===== config.mk =====
export PLATFORM = sky130hd
export DESIGN_NAME = mem_bus_master
export DESIGN_NICKNAME = d
export VERILOG_FILES = /design/src/rtl/mem_bus_master_pkg.sv /design/src/rtl/mem_bus_master_bus_hold_timer.sv /design/src/rtl/mem_bus_master.sv
export SDC_FILE = /design/constraint.sdc
export NUM_CORES = 1
export LEC_CHECK = 0
export CAP_MARGIN = 20
export CORE_MARGIN = 3
export CORE_UTILIZATION = 49
export CTS_BUF_LIST = sky130_fd_sc_hd__clkbuf_4 sky130_fd_sc_hd__clkbuf_8
export CTS_CLUSTER_DIAMETER = 60
export DETAILED_ROUTE_END_ITERATION = 10
export PLACE_DENSITY = 0.82
export SLEW_MARGIN = 25
export SYNTH_ARGS = -nofsm -noshare
export SYNTH_HDL_FRONTEND = slang
export SYNTH_SLANG_ARGS = --single-unit

===== constraint.sdc =====
create_clock -name clk -period 2.91 [get_ports clk]
set_clock_uncertainty 0.05 [all_clocks]
set_input_delay 0.873 -clock clk [delete_from_list [all_inputs] [get_ports clk]]
set_output_delay 0.873 -clock clk [all_outputs]
set_load 0.02 [all_outputs]

===== src/rtl/mem_bus_master_pkg.sv =====
// rtl/mem_bus_master_pkg.sv - shared state encoding and memory-map constants
package mem_bus_master_pkg;

   typedef enum logic [1:0] {
      ST_IDLE = 2'd0,
      ST_LO   = 2'd1,
      ST_HI   = 2'd2,
      ST_RESP = 2'd3
   } state_t;

   localparam int          HOLD_CYCLES_DEFAULT = 4;
   localparam logic [15:0] RAM_BASE            = 16'h8000;
   localparam logic [15:0] IO_BASE             = 16'hffe4;

endpackage


===== src/rtl/mem_bus_master_bus_hold_timer.sv =====
// rtl/mem_bus_master_bus_hold_timer.sv - per-byte bus hold counter
module bus_hold_timer #(
   parameter int HOLD_CYCLES = 4
) (
   input  logic clk,
   input  logic reset,
   input  logic load,
   input  logic en,
   output logic done
);

   localparam logic [3:0] LAST = 4'(HOLD_CYCLES - 1);

   logic [3:0] cnt;

   always_ff @(posedge clk or posedge reset) begin
      if (reset) begin
         cnt <= 4'd0;
      end else if (load) begin
         cnt <= 4'd0;
      end else if (en) begin
         cnt <= cnt + 4'd1;
      end
   end

   assign done = (cnt == LAST);

endmodule


===== src/rtl/mem_bus_master.sv =====
// rtl/mem_bus_master.sv - 8/16-bit request to held byte-access bus initiator
module mem_bus_master
   import mem_bus_master_pkg::*;
#(
   parameter int HOLD_CYCLES = HOLD_CYCLES_DEFAULT
) (
   input  logic        clk,
   input  logic        reset,
   input  logic        req,
   input  logic        req_we,
   input  logic        req_word,
   input  logic [15:0] req_addr,
   input  logic [15:0] req_wdata,
   output logic        busy,
   output logic        ack,
   output logic [15:0] rdata,
   output logic [15:0] mem_addr,
   output logic [7:0]  mem_wdata,
   output logic        mem_write_en,
   input  logic [7:0]  mem_rdata
);

   state_t     state;
   logic       r_we;
   logic       r_word;
   logic [7:0] r_wdata_hi;
   logic       hold_done;
   logic       holding;
   logic       timer_load;

   assign holding    = (state == ST_LO) || (state == ST_HI);
   // Restart the count on acceptance and at every byte boundary so HI gets a full hold.
   assign timer_load = ((state == ST_IDLE) && req) || (holding && hold_done);

   bus_hold_timer #(
      .HOLD_CYCLES(HOLD_CYCLES)
   ) u_hold_timer (
      .clk  (clk),
      .reset(reset),
      .load (timer_load),
      .en   (holding),
      .done (hold_done)
   );

   always_ff @(posedge clk or posedge reset) begin
      if (reset) begin
         state        <= ST_IDLE;
         busy         <= 1'b0;
         ack          <= 1'b0;
         rdata        <= 16'h0000;
         mem_addr     <= 16'h0000;
         mem_wdata    <= 8'h00;
         mem_write_en <= 1'b0;
         r_we         <= 1'b0;
         r_word       <= 1'b0;
         r_wdata_hi   <= 8'h00;
      end else begin
         ack <= 1'b0;
         case (state)
            ST_IDLE: begin
               if (req) begin
                  r_we         <= req_we;
                  r_word       <= req_word;
                  r_wdata_hi   <= req_wdata[15:8];
                  mem_addr     <= req_addr;
                  mem_wdata    <= req_wdata[7:0];
                  mem_write_en <= req_we;
                  busy         <= 1'b1;
                  state        <= ST_LO;
               end
            end
            ST_LO: begin
               if (hold_done) begin
                  if (!r_we) begin
                     rdata[7:0] <= mem_rdata;
                     if (!r_word) begin
                        rdata[15:8] <= 8'h00;
                     end
                  end
                  if (r_word) begin
                     // 16-bit wrap is intentional: 0xffff continues at 0x0000.
                     mem_addr  <= mem_addr + 16'd1;
                     mem_wdata <= r_wdata_hi;
                     state     <= ST_HI;
                  end else begin
                     mem_write_en <= 1'b0;
                     ack          <= 1'b1;
                     state        <= ST_RESP;
                  end
               end
            end
            ST_HI: begin
               if (hold_done) begin
                  if (!r_we) begin
                     rdata[15:8] <= mem_rdata;
                  end
                  mem_write_en <= 1'b0;
                  ack          <= 1'b1;
                  state        <= ST_RESP;
               end
            end
            ST_RESP: begin
               busy  <= 1'b0;
               state <= ST_IDLE;
            end
            default: begin
               state <= ST_IDLE;
            end
         endcase
      end
   end

endmodule


==> flow_summary.yaml <==
run_status:
  status: "complete, no violations"
sta:
  setup_viol_count_final: 0
  rsz0062_at_grt: "no"
  drv_slew: 0
  hold_viol: 0
  tightest_slew_ns: 0.534
  tns_ns: 0
  period_share: 0.846
  timing.fmax_mhz: 406
  min_period_ns: 2.46
  maxSlewHeadroom: 0.643
die:
  design.core.area_mm2: 0.00596
  die_y_um: 84.9
  die_w_um: 84.9
  ios: 88
  start_util: 0.512
  dieArea_mm2: 0.00720
  fp-row-count: 28
route:
  post_drt_via_cell_ratio: 5.53
  first_pass_iters: 4
  route.layer.met1.wl_mm: 3.12
  vias: 2507
  wl_mm: 7.10
  drc: 0
  wl_met2_mm: 3.46
  ant_nets: 0
  drtIter0Drc: 121
  wl_per_cell_um: 15.7
  maxUsedRoutingLayer: "met4"
  wl_met3_um: 399
power:
  total_power_mw: 4.98
  power_density_mw_per_mm2: 1200
  p_leak_nw: 1.80
  max-vdd-ir-drop_v: 0.000796
synthesis:
  yosysWarnings: 0
  synth.most_common_cell: "dfrtp_1"
  synth_area_mm2: 0.00305
  synthCells: 289
  synth_flop_cell: "dfrtp_1"
  synth_cell_type_count: 43
  syn_area_per_cell_um2: 10.5
  syn_nets: 342
  netlist_top_cells_area: "dfrtp_1, mux2_4, nand2_1, mux2_2, ha_1"
  yosysTopAreaCell: "dfrtp_1"
  synth_common_cells: "dfrtp_1, nand2_1, o21ai_1"
  synth-edff-count: 0
  synth_seq_area_share: 0.484
  yosysTopAreaCellShare: 0.484
  ys_ff_latch: 59
  synth-async-reset-ratio: 1.00
clock_network:
  clkTransAtPathRegs_ns: 0.07
  postCtsResizedCells: 0
  cts_buffer_depth: 2
  cts_made_buffers: 9
  cts_htree_levels: 3
  postCtsHoldBufs: 0
  cts_tree: "done"
  clkLatencyLatePin_ns: 0.33
  cts_setup_buffers: 0
  clock-root-buffer: "clkbuf_8"
  cts.sinks: 59
final_layout:
  drive_gt1_frac: 0.138
  finalNonFillerCells: 453
  num_antenna_cells: 0
  fin_nets: 426
  area_growth_pct: 36.7
worst_hold_path:
  hold_class: "reg -> reg"
  holdCritStartpoint: "mem_wdata[2]"
placed_design:
  io_buffers: 87
  hpwl_mm: 5.08
  place_congestion: 0.840
  place_inst: 437
critical_path:
  crit_family: "buffers and inverters"
  crit_chain: "clkdlybuf4s50_1"
  cp-end-kind: "output pin"
  crit_required_ns: 1.99
  critPathKind: "reg -> out"
  r2r-end: "mem_addr[0]"
  rrSetupSlack_ns: 0.81
  arrival_ns: 1.54
  cp.depth: 1
  critPathSlowestCell: "clkdlybuf4s50_1"
  crit_fanout: 11
  worstSetupStartpointType: "flip-flop"
  critPathBufInv: 1
  regToRegStartpoint: "state[0]"
  worstSetupEndpoint: "mem_addr[8]"
  max_stage_delay_ns: 0.67
  reg2regPathDepth: 7
  startpoint: "mem_addr[8]"
grt:
  grt_pass1_vias: 2487
  overflow: 0
  antenna_found_initial: 0
  grt_pass1_wl_mm: 12.2
  grt_start_max_net_pins: 38
  track_usage: 0.213
job:
  maxCapViolCount: 0
==> stage by stage <==
stage          instance area [µm²]  worst slack, ns  hold slack, ns   util
2_1_floorplan                 3050            0.531           0.430      -
3_3_place_gp                  3960            0.462           0.419  0.666
5_1_grt                       4170            0.349           0.478  0.700
3_5_place_dp                  3960            0.441           0.430  0.666
6_report                      4170            0.449           0.441  0.700
4_1_cts                       4170            0.438           0.446  0.700
==> kinds of logic (layout without fill, tap and decap cells) <==
family,after synthesis,after routing,synth area share
AND/OR/NAND/NOR,87,87,0.161
AO/OA/AOI/OAI,78,78,0.164
flip-flops,59,59,0.484
multiplexers,28,28,0.109
buffers and inverters,28,117,0.0460
adder cells (fa/ha/maj),8,8,0.0328
XOR/XNOR,1,1,0.00287
==> registers in the layout, summed over array words and instances, names as in the netlist <==
name	cells
u_hold_timer.cnt	4
busy	1
r_word	1
state	2
r_wdata_hi	8
mem_wdata	8
mem_write_en	1
r_we	1
mem_addr	16
rdata	16
ack	1
==> final cells by class <==
class / count / area, µm²
fillers: 487 / 1790
flip-flops and latches: 59 / 1480
multi-input cells: 202 / 1430
repair buffers: 94 / 936
clock buffers: 12 / 153
well taps: 75 / 93.8
clock inverters: 4 / 50.0
inverters: 7 / 26.3
==> metal layers <==
metal	GRT usage	vias to the layer above
li1	-	1219
met1	0.287	1201
met2	0.332	76
met3	0.0670	11
met4	0.0647	0
met5	0	-
==> worst min-delay path by stage <==
stage | endpoint | cells after the start
after floorplan | r_wdata_hi[2] | 1
after global placement | rdata[10] | 2
after detailed placement | rdata[9] | 2
after CTS | rdata[9] | 2
after global routing | rdata[9] | 2
final | mem_wdata[2] | 2
==> layout by cell type, fill, tap and decap left out, types with 2 or more instances in the layout <==
cell and instances:
nor3_2 3, inv_1 6, clkinvlp_4 2, a21o_1 4
a2bb2oi_1 3, nor2_1 13, buf_4 6, o22ai_1 13
o21ai_1 20, clkbuf_4 2, nor3_1 2, clkdlybuf4s50_1 87
and3_1 5, a31o_2 2, nand2b_1 5, o31ai_1 2
nand2_1 32, ha_1 8, nand3_1 3, mux2_4 8
dfrtp_1 59, nand4_1 8, a41oi_1 2, mux2_2 10
clkbuf_8 10, nor2b_1 2, and4_1 8, a21oi_1 15
o21ai_0 9, o21bai_1 2, mux2i_1 10
==> where the power goes <==
part / internal, mW / total, mW / switching (mW)
sequential: 1.23 / 1.62 / 0.382
combinational: 1.26 / 2.61 / 1.35
clock: 0.437 / 0.758 / 0.321
Note: power is estimated with default switching activity, not from simulation.
